## src/rtl/posit8_pkg.sv

```systemverilog
// rtl/posit8_pkg.sv - shared posit8 constants and the unpacked-field record
package posit8_pkg;

  localparam int          POSIT_N    = 8;
  localparam logic [7:0]  POSIT_ZERO = 8'h00;
  localparam logic [7:0]  POSIT_NAR  = 8'h80;
  localparam int          SCALE_W    = 7;
  // Widest mantissa ({hidden, fraction}) over the legal ES range (ES=0 gives 1+5).
  localparam int          MANT_MAX_W = 6;

  typedef struct packed {
    logic                  sign;
    logic                  zero;
    logic                  nar;
    logic [SCALE_W-1:0]    scale;
    logic [MANT_MAX_W-1:0] mant;   // right-aligned {1'b1, fraction}
  } posit8_unpacked_t;

endpackage

```

## src/rtl/posit8_regime_count.sv

```systemverilog
// rtl/posit8_regime_count.sv - combinational regime run-length counter on 7 magnitude bits
module posit8_regime_count (
  input  logic [6:0] bits_i,
  output logic [6:0] k_o,
  output logic [2:0] r_o
);

  logic [2:0] run;
  logic       stop;

  // Count how many bits from the MSB match the leading regime bit; 7 means no terminator.
  always_comb begin
    run  = 3'd1;
    stop = 1'b0;
    for (int i = 5; i >= 0; i--) begin
      if (!stop && (bits_i[i] == bits_i[6])) begin
        run = run + 3'd1;
      end else begin
        stop = 1'b1;
      end
    end
  end

  assign r_o = run;
  // A run of ones encodes k = r-1, a run of zeros encodes k = -r.
  assign k_o = bits_i[6] ? ({4'd0, run} - 7'd1) : (7'd0 - {4'd0, run});

endmodule

```

## src/rtl/posit8_unpack.sv

```systemverilog
// rtl/posit8_unpack.sv - pipelined posit8 unpacker; POSIT8_UNPACK_OUTREG_EN adds a third output register stage
module posit8_unpack
  import posit8_pkg::*;
#(
  parameter int ES     = 2,
  parameter int FRAC_W = 5 - ES
) (
  input  logic               clk,
  input  logic               rst_n,
  input  logic               in_valid,
  output logic               in_ready,
  input  logic [POSIT_N-1:0] in_posit,
  output logic               out_valid,
  input  logic               out_ready,
  output logic               out_sign,
  output logic               out_zero,
  output logic               out_nar,
  output logic [SCALE_W-1:0] out_scale,
  output logic [FRAC_W:0]    out_mant
);

  // ---------------- S1: sign, magnitude, regime ----------------
  logic       s1_valid_q;
  logic       s1_sign_q, s1_zero_q, s1_nar_q;
  logic [6:0] s1_k_q, s1_k_d;
  logic [2:0] s1_r_q, s1_r_d;
  logic [6:0] s1_mag_q, s1_mag_d;
  logic       s1_load, s2_load;

  // Negative posits are decoded from their two's complement; only the low 7 bits matter.
  assign s1_mag_d = in_posit[7] ? 7'(~in_posit + 8'd1) : in_posit[6:0];

  posit8_regime_count u_regime (
    .bits_i (s1_mag_d),
    .k_o    (s1_k_d),
    .r_o    (s1_r_d)
  );

  // A stage refills when empty or when its current entry moves downstream this cycle.
  assign s1_load  = !s1_valid_q || s2_load;
  assign in_ready = s1_load;

  // S1 register: captures the regime decode of the accepted word.
  always_ff @(posedge clk or negedge rst_n) begin
    if (!rst_n) begin
      s1_valid_q <= 1'b0;
      s1_sign_q  <= 1'b0;
      s1_zero_q  <= 1'b0;
      s1_nar_q   <= 1'b0;
      s1_k_q     <= '0;
      s1_r_q     <= '0;
      s1_mag_q   <= '0;
    end else if (s1_load) begin
      s1_valid_q <= in_valid;
      if (in_valid) begin
        s1_sign_q <= in_posit[7];
        s1_zero_q <= (in_posit == POSIT_ZERO);
        s1_nar_q  <= (in_posit == POSIT_NAR);
        s1_k_q    <= s1_k_d;
        s1_r_q    <= s1_r_d;
        s1_mag_q  <= s1_mag_d;
      end
    end
  end

  // ---------------- S2: exponent / fraction extraction ----------------
  logic               s2_valid_q;
  logic               s2_sign_q, s2_zero_q, s2_nar_q;
  logic [SCALE_W-1:0] s2_scale_q, s2_scale_d;
  logic [FRAC_W:0]    s2_mant_q, s2_mant_d;
  logic [2:0]         shamt;
  logic [4:0]         fields;
  logic [1:0]         e_val;

  // Drop the regime and its terminator; the 5 bits left hold ES exponent bits then the fraction.
  assign shamt  = (s1_r_q == 3'd7) ? 3'd7 : (s1_r_q + 3'd1);
  assign fields = 5'((s1_mag_q << shamt) >> 2);
  assign e_val  = 2'(fields >> (5 - ES));

  // Special values carry no magnitude fields.
  always_comb begin
    s2_scale_d = (s1_k_q << ES) + {5'd0, e_val};
    s2_mant_d  = {1'b1, fields[FRAC_W-1:0]};
    if (s1_zero_q || s1_nar_q) begin
      s2_scale_d = '0;
      s2_mant_d  = '0;
    end
  end

`ifdef POSIT8_UNPACK_OUTREG_EN
  logic s3_valid_q, s3_load;
  assign s3_load = !s3_valid_q || out_ready;
  assign s2_load = !s2_valid_q || s3_load;
`else
  assign s2_load = !s2_valid_q || out_ready;
`endif

  // S2 register: holds extracted fields until the next stage (or the consumer) takes them.
  always_ff @(posedge clk or negedge rst_n) begin
    if (!rst_n) begin
      s2_valid_q <= 1'b0;
      s2_sign_q  <= 1'b0;
      s2_zero_q  <= 1'b0;
      s2_nar_q   <= 1'b0;
      s2_scale_q <= '0;
      s2_mant_q  <= '0;
    end else if (s2_load) begin
      s2_valid_q <= s1_valid_q;
      if (s1_valid_q) begin
        s2_sign_q  <= s1_sign_q;
        s2_zero_q  <= s1_zero_q;
        s2_nar_q   <= s1_nar_q;
        s2_scale_q <= s2_scale_d;
        s2_mant_q  <= s2_mant_d;
      end
    end
  end

`ifdef POSIT8_UNPACK_OUTREG_EN
  // ---------------- S3: optional output register ----------------
  logic               s3_sign_q, s3_zero_q, s3_nar_q;
  logic [SCALE_W-1:0] s3_scale_q;
  logic [FRAC_W:0]    s3_mant_q;

  // S3 register: outputs driven straight from flops.
  always_ff @(posedge clk or negedge rst_n) begin
    if (!rst_n) begin
      s3_valid_q <= 1'b0;
      s3_sign_q  <= 1'b0;
      s3_zero_q  <= 1'b0;
      s3_nar_q   <= 1'b0;
      s3_scale_q <= '0;
      s3_mant_q  <= '0;
    end else if (s3_load) begin
      s3_valid_q <= s2_valid_q;
      if (s2_valid_q) begin
        s3_sign_q  <= s2_sign_q;
        s3_zero_q  <= s2_zero_q;
        s3_nar_q   <= s2_nar_q;
        s3_scale_q <= s2_scale_q;
        s3_mant_q  <= s2_mant_q;
      end
    end
  end

  assign out_valid = s3_valid_q;
  assign out_sign  = s3_sign_q;
  assign out_zero  = s3_zero_q;
  assign out_nar   = s3_nar_q;
  assign out_scale = s3_scale_q;
  assign out_mant  = s3_mant_q;
`else
  assign out_valid = s2_valid_q;
  assign out_sign  = s2_sign_q;
  assign out_zero  = s2_zero_q;
  assign out_nar   = s2_nar_q;
  assign out_scale = s2_scale_q;
  assign out_mant  = s2_mant_q;
`endif

endmodule

```

## config.mk

```make
export PLATFORM = sky130hd
export DESIGN_NAME = posit8_unpack
export DESIGN_NICKNAME = d
export VERILOG_FILES = /design/src/rtl/posit8_pkg.sv /design/src/rtl/posit8_regime_count.sv /design/src/rtl/posit8_unpack.sv
export SDC_FILE = /design/constraint.sdc
export NUM_CORES = 1
export LEC_CHECK = 0
export ABC_AREA = 1
export CORE_MARGIN = 10
export CORE_UTILIZATION = 48
export DETAILED_ROUTE_END_ITERATION = 10
export GPL_TIMING_DRIVEN = 1
export PLACE_DENSITY = 0.85
export SYNTH_ARGS = -nofsm -noshare
export SYNTH_HDL_FRONTEND = slang
export SYNTH_SLANG_ARGS = --single-unit
```

## constraint.sdc

```tcl
create_clock -name clk -period 1.55 [get_ports clk]
set_input_delay 0.155 -clock clk [delete_from_list [all_inputs] [get_ports clk]]
set_output_delay 0.155 -clock clk [all_outputs]
set_load 0.01 [all_outputs]
```

== Word level (Yosys, flattened, before mapping) ==
Cells that the tools add are included.

* Shift operators: 1
* Add/sub/neg operators: 10
* Bitwise gates (word level): 1
* Equal/unequal tests: 8
* Muxes and demuxes: 16
* Reduce and logical (&&, ||, !) cells: 17

{| class="wikitable"
|+ Operators with widths
! kind !! number
|-
| $add A3 B1 Y3 const B || 6
|-
| $mux W3 || 6
|-
| $mux W7 || 2
|-
| $eq A8 B8 Y1 const B || 1
|-
| $logic_not A8 Y1 || 1
|-
| $add A7 B1 Y7 const B || 1
|-
| $add A7 B2 Y7 || 1
|-
| $not A7 Y7 || 1
|-
| $shl A7 B3 Y7 || 1
|-
| $eq A1 B1 Y1 || 6
|-
| $logic_not A1 Y1 || 6
|-
| $logic_and A1 B1 Y1 || 5
|-
| $mux W1 || 5
|-
| $mux W5 || 1
|-
| $mux W4 || 1
|-
| $reduce_and A2 Y1 || 2
|-
| $sub A1 B3 Y4 const A || 1
|-
| $sub A3 B1 Y4 const B || 1
|-
| $eq A3 B3 Y1 const B || 1
|-
| $logic_or A1 B1 Y1 || 3
|-
| $mux W2 || 1
|}

* Flip-flop bits (word level): 34
* Input bits: 12
* Output and inout bits: 16
* Word-level logic and storage cells: 66

== Depth between registers and ports, before layout ==
Gate-level depths: netlist (run 1).

* Word-level depth: 20
* Mapped depth: 16
* Gate-level depth less buffers: 16

== By module ==
Synthesis (run 1) repeated with hierarchy kept, for this count alone.

* Cell total of the unflattened synthesis: 263
* Area total of the unflattened synthesis: 1943.1 um^2

{| class="wikitable"
|+ Modules (own cells, without submodules)
! module !! sequential area each (um^2) !! instances !! cells an instance !! area each (um^2)
|-
| posit8_unpack || 850.8 || 1 || 216 || 1684.1
|-
| posit8_regime_count || 0.0 || 1 || 47 || 259.0
|}

== Worst setup path after synthesis (run 1) ==
OpenSTA, ideal clock, no wires.

* Path type: input to register
* From: in in_posit[0]
* To: reg s1_k_q[2]
* Library setup time: 0.132 ns
* Arrival: 1.840 ns
* Stages: 15
* Path slack: -0.422 ns
* Required time: 1.418 ns
* Path buffers: 1
* Cells stage by stage: inv_1 ha_1 nand3_2 nand3_2 nand2_4 buf_12 nand2_2 nand2_4 nand4_1 nand2_1 nand2_2 ha_1 xnor2_1 xor2_1 o21ai_1

* Word-level cells in the longest chain between the ends: 20
* Elaborated cells between the ends (all ways): 37
* Classes of those cells: add/sub: 8; eq/ne: 6; mux: 13; bitwise: 1; reduce/logical: 9

{| class="wikitable"
|+ RTL lines
! element !! RTL line !! RTL
|-
| from (decl) || posit8_unpack.sv:12 || <nowiki>input logic [POSIT_N-1:0] in_posit,</nowiki>
|-
| $not A7 Y7 || posit8_unpack.sv:31 || <nowiki>assign s1_mag_d = in_posit[7] ? 7'(~in_posit + 8'd1) : in_posit[6:0];</nowiki>
|-
| $add A7 B1 Y7 || posit8_unpack.sv:31 ||
|-
| $mux W7 (*) || posit8_unpack.sv:31 ||
|-
| parallel branches: the longest is 16 deep, another holds $add A3 B1 Y3 || n/a ||
|-
| $mux W5 (*) || posit8_regime_count.sv:26 || <nowiki>assign k_o = bits_i[6] ? ({4'd0, run} - 7'd1) : (7'd0 - {4'd0, run});</nowiki>
|-
| to (signal assigned) || posit8_unpack.sv:59 || <nowiki>s1_k_q <= s1_k_d;</nowiki>
|-
| to (decl) || posit8_unpack.sv:25 || <nowiki>logic [6:0] s1_k_q, s1_k_d;</nowiki>
|}

Every way passes the cells marked *.
A chain may end at the register's enable or synchronous reset.

== Final worst setup path (run 1) ==
* From: in in_posit[1]
* To: reg s1_k_q[2]

Same word-level chain as after synthesis.

==> run metrics, run 1 <==
weighted congestion reported at the end of routability-driven placement 0.842; Yosys top cell by area sky130_fd_sc_hd__dfrtp_1; Sinks on Clock Net 32; Via Count a little under 2000; distinct cell type count of the synthesized netlist 32; result of the run complete, but fails checks; critical path type in2reg; cts-stage hold buffer count 0; Worst Hold Class in2reg; number of top-level pins 28; final-report hold violation count 0; max frequency 534 MHz; cells traversed along the worst timing path buf_8, inv_12, ha_4, nand3_4, nand3_4, buf_12, nand2_8, buf_6, nand2_4, nand2_4, nand4_1, nand2_2, nand2_4, ha_4, xnor2_2, xor2_1, o21ai_1; pwr dens 1140 nW/um^2; final setup skew between 0.003 and 0.004 ns; clock buffer depth 2; register area share after synthesis between 40% and 50%; final max-slew violation count 0; # H-tree levels 2; Routed WL per cell around 16 um; Period Utilization, post-route 121%; die span in x about 82 um; TritonCTS buffer count 5; share of synthesized cell area in full adder, half adder and majority cells approximately 2.0%; number of inserted filler cells in the final layout about 210; number of flops mapped to enable cells by yosys 0; dominant combinational cell family by area after synthesis simple AND/OR/NAND/NOR gates; compound-cell area share of the yosys netlist roughly 14%; Post-Synth XOR/XNOR Area 2.39%; CTS clk-pin slew, worst paths 0.06 ns; placeable core area 3690 um^2; Avg Vias per Cell approximately 5.4; setup repair after global routing missed its margin true; violated checks negative setup slack; Area growth syn-to-layout 64.9%; worst setup slack after placement -1.03 ns; vias in the first global route between 1500 and 2000; multiplexer share of the synthesized area 0.545%; fraction of final layout cells sized beyond drive strength 1 about 46%; endpoint arrival time on the critical path 2.04 ns; buffers added on ports 27; Root Buffer Master sky130_fd_sc_hd__clkbuf_8; gr ovfl total 0; number of nets in the synthesized netlist about 240; final net count between 300 and 400; maxcap violations 0; number of warnings reported in the yosys synthesis log 0; share of flip-flops with an asynchronous set or reset after synthesis 100%; CP Max Fanout 6; register bit total from synthesis 32; Worst Slack Setup Final -0.321 ns; antenna violations before repair 0; flop-to-flop setup slack -0.01 ns; Synth Instances ~230; Final Total Pwr between 3 and 4 mW; final HPWL from detailed placement roughly 3400 um; router iterations before antenna repair 4; post-synthesis average cell area 8.09 um^2; kind of start point of the critical path input pin; CP peak stage delay 0.22 ns; total negative setup slack -0.801 ns; worst voltage drop across the vdd grid around 0.49 mV; tightest slew margin relative to the limit 73.8%; slew at the pin closest to its max-slew limit between 0.3 and 0.4 ns; Final min period around 1.9 ns; Cell Area, Synth approximately 1800 um^2; aggregate global-route resource usage about 16%; final WL just under 6000 um; post-synth top area share between 40% and 50%; wire length of the first global-routing pass between 8000 and 9000 um; Critical Path RT around 1.7 ns; residual DRC count 0; Core Rows 22; cell types occupying the most area after synthesis sky130_fd_sc_hd__dfrtp_1 (44%), sky130_fd_sc_hd__nand2_1 (14%), sky130_fd_sc_hd__o21ai_0 (6.8%); clock latency on the worst-skew pair approximately 0.28 ns; most frequent cell on the critical path sky130_fd_sc_hd__nand2_4; Leak about 1.4 nW; cell family contributing the most delay on the critical path simple AND/OR/NAND/NOR gates; Worst path slowest cell sky130_fd_sc_hd__xor2_1; number of DRC markers in iteration 0 roughly 140; antenna diode instance count 0; critical path capture point type flip-flop; final setup violation count 5; Final ANT Viol Nets 0; CTS tree built; Die Area around 6700 um^2; height of the die about 80 um; pin count of the biggest net entering global routing 33; Synth Area in Simple Gates between 20 and 30%; Worst Path Buf+Inv 4; most common flop cell mapped by yosys sky130_fd_sc_hd__dfrtp_1; effective utilization at floorplan approximately half
[synthesized netlist by cell type, drive strengths merged (2+ instances only)]
library cell	n
clkbuf	3
o221ai	3
o21ai	28
nor2	11
buf	4
ha	3
inv	24
xor2	3
nand3	16
xnor2	2
a22o	3
dfrtp	32
a21oi	3
nand2	81
nand4	3
[tightest hold or removal path, stage by stage]
cell	delay (ns)
sky130_fd_sc_hd__buf_6	0.10
sky130_fd_sc_hd__inv_6	0.05
sky130_fd_sc_hd__buf_4	0.12
sky130_fd_sc_hd__o21ai_0	0.08
[stage by stage]
| stage | area [um^2] | hold slack (ns) | cells | util, % |
|---|---|---|---|---|
| 2_1_floorplan | 1940 | -0.141 | 227 | - |
| 3_3_place_gp | 2490 | 0.462 | 332 | 67.4 |
| 3_5_place_dp | 2490 | 0.475 | 332 | 67.4 |
| 4_1_cts | 2850 | 0.248 | 355 | 77.3 |
| 5_1_grt | 3030 | 0.287 | 362 | 82.1 |
| 6_report | 3030 | 0.269 | 362 | 82.1 |
[placed cells by master, fill, tap and decap left out, types with 5 or more instances in the layout]
| cell type | instances |
|---|---|
| sky130_fd_sc_hd__buf_6 | 8 |
| sky130_fd_sc_hd__nand2_1 | 53 |
| sky130_fd_sc_hd__nand2_2 | 15 |
| sky130_fd_sc_hd__o21ai_2 | 6 |
| sky130_fd_sc_hd__o21ai_0 | 16 |
| sky130_fd_sc_hd__nor2_1 | 6 |
| sky130_fd_sc_hd__inv_1 | 17 |
| sky130_fd_sc_hd__nand2_4 | 12 |
| sky130_fd_sc_hd__dfrtp_1 | 32 |
| sky130_fd_sc_hd__nand3_2 | 5 |
| sky130_fd_sc_hd__buf_4 | 50 |
| sky130_fd_sc_hd__nand3_4 | 7 |
| sky130_fd_sc_hd__clkbuf_8 | 6 |
| sky130_fd_sc_hd__clkdlybuf4s50_1 | 18 |
| sky130_fd_sc_hd__o21ai_1 | 5 |
[power breakdown]
group	switching (mW)	leakage (nW)	internal, mW
Combinational	0.827	0.997	0.808
Clock	0.285	0.0455	0.361
Sequential	0.135	0.402	1.04
[final cells by class]
type / instances / area, um^2 / share of cell area, %
inverter: 25 / 123 / 4.05
clock buffer: 8 / 90.1 / 2.98
timing repair buffer: 85 / 729 / 24.1
sequential: 32 / 801 / 26.5
tap: 48 / 60.1 / 1.98
multi-input combinational: 164 / 1220 / 40.4
[per-layer routing]
layer	track usage (%)	wire, um
met1	15.1	2130
met2	31.0	3080
met3	2.29	295
met4	8.67	282
met5	0	0
[sequential cells by signal, indices dropped and copies added, names as in the netlist]
register / flops
out_mant: 4
out_nar: 1
out_scale: 6
out_sign: 1
out_valid: 1
out_zero: 1
s1_k_q: 4
s1_mag_q: 7
s1_nar_q: 1
s1_r_q: 3
s1_sign_q: 1
s1_valid_q: 1
s1_zero_q: 1
[path summary, 6_finish.rpt]
kind / from / end / cells past startpoint
max in group asynchronous: rst_n / s1_valid_q / 2
min in group asynchronous: rst_n / out_zero / 2
setup / recovery: in_posit[1] / s1_k_q[2] / 17
hold reg to reg: out_zero / out_zero / 2
setup reg to reg: s1_r_q[1] / out_scale[0] / 9
hold / removal: in_posit[0] / s1_mag_q[0] / 4
[kinds of logic after synthesis]
group                      after synthesis
muxes                                    1
DFF                                     32
buffers and inverters                   32
AOI/OAI and AO/OA                       42
xor gates and xnor gates                 5
adders and majority gates                3
and+or+nand+nor                        112
[repair_timing]
action / in CTS / in global routing
setup buffers: 14 / 7
pin swaps: 27 / 27
cloned: 1 / 0
setup endpoints to repair: 14 / 9
resized for setup: 81 / 31
endpoints found under the hold margin: 0 / 0
(Power assumes the default switching activity.)
==> run 2, diff against run 1 <==
--- a/config.mk
+++ b/config.mk
@@ -6,6 +6,7 @@
 export NUM_CORES = 1
 export LEC_CHECK = 0
 export ABC_AREA = 1
+export CORE_ASPECT_RATIO = 1.75
 export CORE_MARGIN = 10
 export CORE_UTILIZATION = 48
 export DETAILED_ROUTE_END_ITERATION = 10
==> run metrics, run 2 (synthesis results as in run 1) <==
result of the run complete, but fails checks; violated checks negative setup slack; weighted congestion reported at the end of routability-driven placement slightly below 0.9; tightest slew margin relative to the limit 73.8%; clock latency on the worst-skew pair approximately 0.28 ns; final-report hold violation count 0; critical path type in2reg; TritonCTS buffer count 5; met1 capacity usage during global routing around 14%; final net count 331; slew at the pin closest to its max-slew limit 0.393 ns; maxcap violations 0; Final Total Pwr about 3.4 mW; cells traversed along the worst timing path buf_8, inv_12, ha_4, nand3_4, nand2_4, nand2_4, nand2_4, buf_6, nand3_2, o21ai_4, o31ai_4, ha_4, xnor2_2, xor2_1, o21ai_1; CTS tree built; most common cell after layout, fill and taps aside sky130_fd_sc_hd__buf_4; Final ANT Viol Nets 0; Top Usage Layer GRT met2; Area growth syn-to-layout 59.6%; Core Rows 29; Biggest register s1_mag_q; Root Buffer Master sky130_fd_sc_hd__clkbuf_8; endpoint arrival time on the critical path a little under 2 ns; Worst path slowest cell sky130_fd_sc_hd__o31ai_4; router iterations before antenna repair 4; sequential cell area 801 um^2; tightest hold margin 0.259 ns; placeable core area about 3700 um^2; Worst Hold Class in2async; wire length of the first global-routing pass about 8300 um; cts-stage hold buffer count 0; fraction of final layout cells sized beyond drive strength 1 44.0%; height of the die 102 um; final WL ~5600 um; grt met2 use approximately 30%; Period Utilization, post-route 115%; worst reg2reg path startpoint s1_r_q[1]; buffers added on ports 27; critical path capture point type flip-flop; CP peak stage delay roughly 0.32 ns; Largest register FFs 7; Sinks on Clock Net 32; final setup violation count 4; number of inserted filler cells in the final layout around 210; kind of start point of the critical path input pin; pin count of the biggest net entering global routing 33; vias in the first global route about 1900; Worst Slack Setup Final -0.227 ns; die span in x between 60 and 70 um; area of the multi-input gates about 1100 um^2; Avg Vias per Cell ~5.4; # H-tree levels 2; aggregate global-route resource usage between 15 and 20%; clock buffer depth 2; residual DRC count 0; final max-slew violation count 0; effective utilization at floorplan roughly half; antenna violations before repair 0; Routed WL per cell around 16 um; Final min period about 1.8 ns; max frequency 563 MHz; final setup skew 0.00222 ns; Via Count about 1900; most frequent cell on the critical path sky130_fd_sc_hd__nand2_4; pwr dens between 1000 and 1500 nW/um^2; Final Instance Area between 2000 and 3000 um^2; source of the critical timing path in_posit[1]; setup repair after global routing missed its margin true; Cell Area, Placed 2520 um^2; commonest cells after routing, fill and taps aside sky130_fd_sc_hd__buf_4 (58), sky130_fd_sc_hd__nand2_1 (55), sky130_fd_sc_hd__dfrtp_1 (32); Die Area between 6000 and 7000 um^2; CP Max Fanout 5; antenna diode instance count 0; final HPWL from detailed placement approximately 3500 um; Leak approximately 1.4 nW; met3 demand-to-capacity share in global routing under 10%; number of DRC markers in iteration 0 between 100 and 150; CTS clk-pin slew, worst paths about 0.060 ns; number of top-level pins 28; Critical Path RT ~1.7 ns; gr ovfl total 0; worst voltage drop across the vdd grid between 0.7 and 0.8 mV
==> run 2: routing by layer <==
metal	share of wire, %	wire length [um]
met2	57	3190
met1	35	1980
met4	4.5	254
met3	3.9	222
met5	0	0
==> run 2: report_power, final <==
part	total, mW	switching, mW	leakage [nW]	internal (mW)
Combinational	1.63	0.812	1.00	0.819
Clock	0.587	0.283	0.0410	0.304
Sequential	1.17	0.130	0.402	1.04
==> run 2: critical path: cells and delay by family <==
family	cells	cell delay (ns)
AOI/OAI and AO/OA	3	0.49
xor gates and xnor gates	2	0.27
adders and majority gates	2	0.36
buffers and inverters	3	0.25
and+or+nand+nor	5	0.40
==> run 2: worst paths after layout <==
check / to / slack, ns / depth (start not counted)
setup / recovery: s1_k_q[2] / -0.23 / 15
hold / removal: out_sign / 0.26 / 2
setup reg to reg: out_scale[1] / -0.05 / 9
hold reg to reg: out_mant[2] / 0.47 / 2
max in group asynchronous: s1_r_q[1] / 1.00 / 2
min in group clk: s1_mag_q[0] / 0.33 / 4
==> run 2: per-stage QoR <==
stage	instances	TNS, ns	setup WS (ns)	util [%]
floorplan	227	-0.509	-0.278	-
global route	362	-1.13	-0.288	79.9
detailed placement	333	-6.43	-1.04	68.7
global placement	333	-5.65	-0.971	68.7
finish	362	-0.619	-0.227	79.9
CTS	353	-0.295	-0.180	74.7
==> run 2: final cells by class <==
type                            instances  share of cell area (%)
Tap cell                               46                    1.96
Multi-Input combinational cell        163                    38.7
Timing Repair Buffer                   89                    25.3
Inverter                               25                    3.97
Clock inverter                          1                   0.171
Clock buffer                            6                    2.48
Sequential cell                        32                    27.3
==> run 2: what timing repair did <==
| item | 4_1_cts | 5_1_grt |
|---|---|---|
| setup buffers | 13 | 11 |
| cloned | 0 | 0 |
| hold endpoints to repair | 0 | 0 |
| endpoints found under the setup margin | 13 | 9 |
| gates resized for setup | 56 | 39 |
| pin swaps | 23 | 28 |
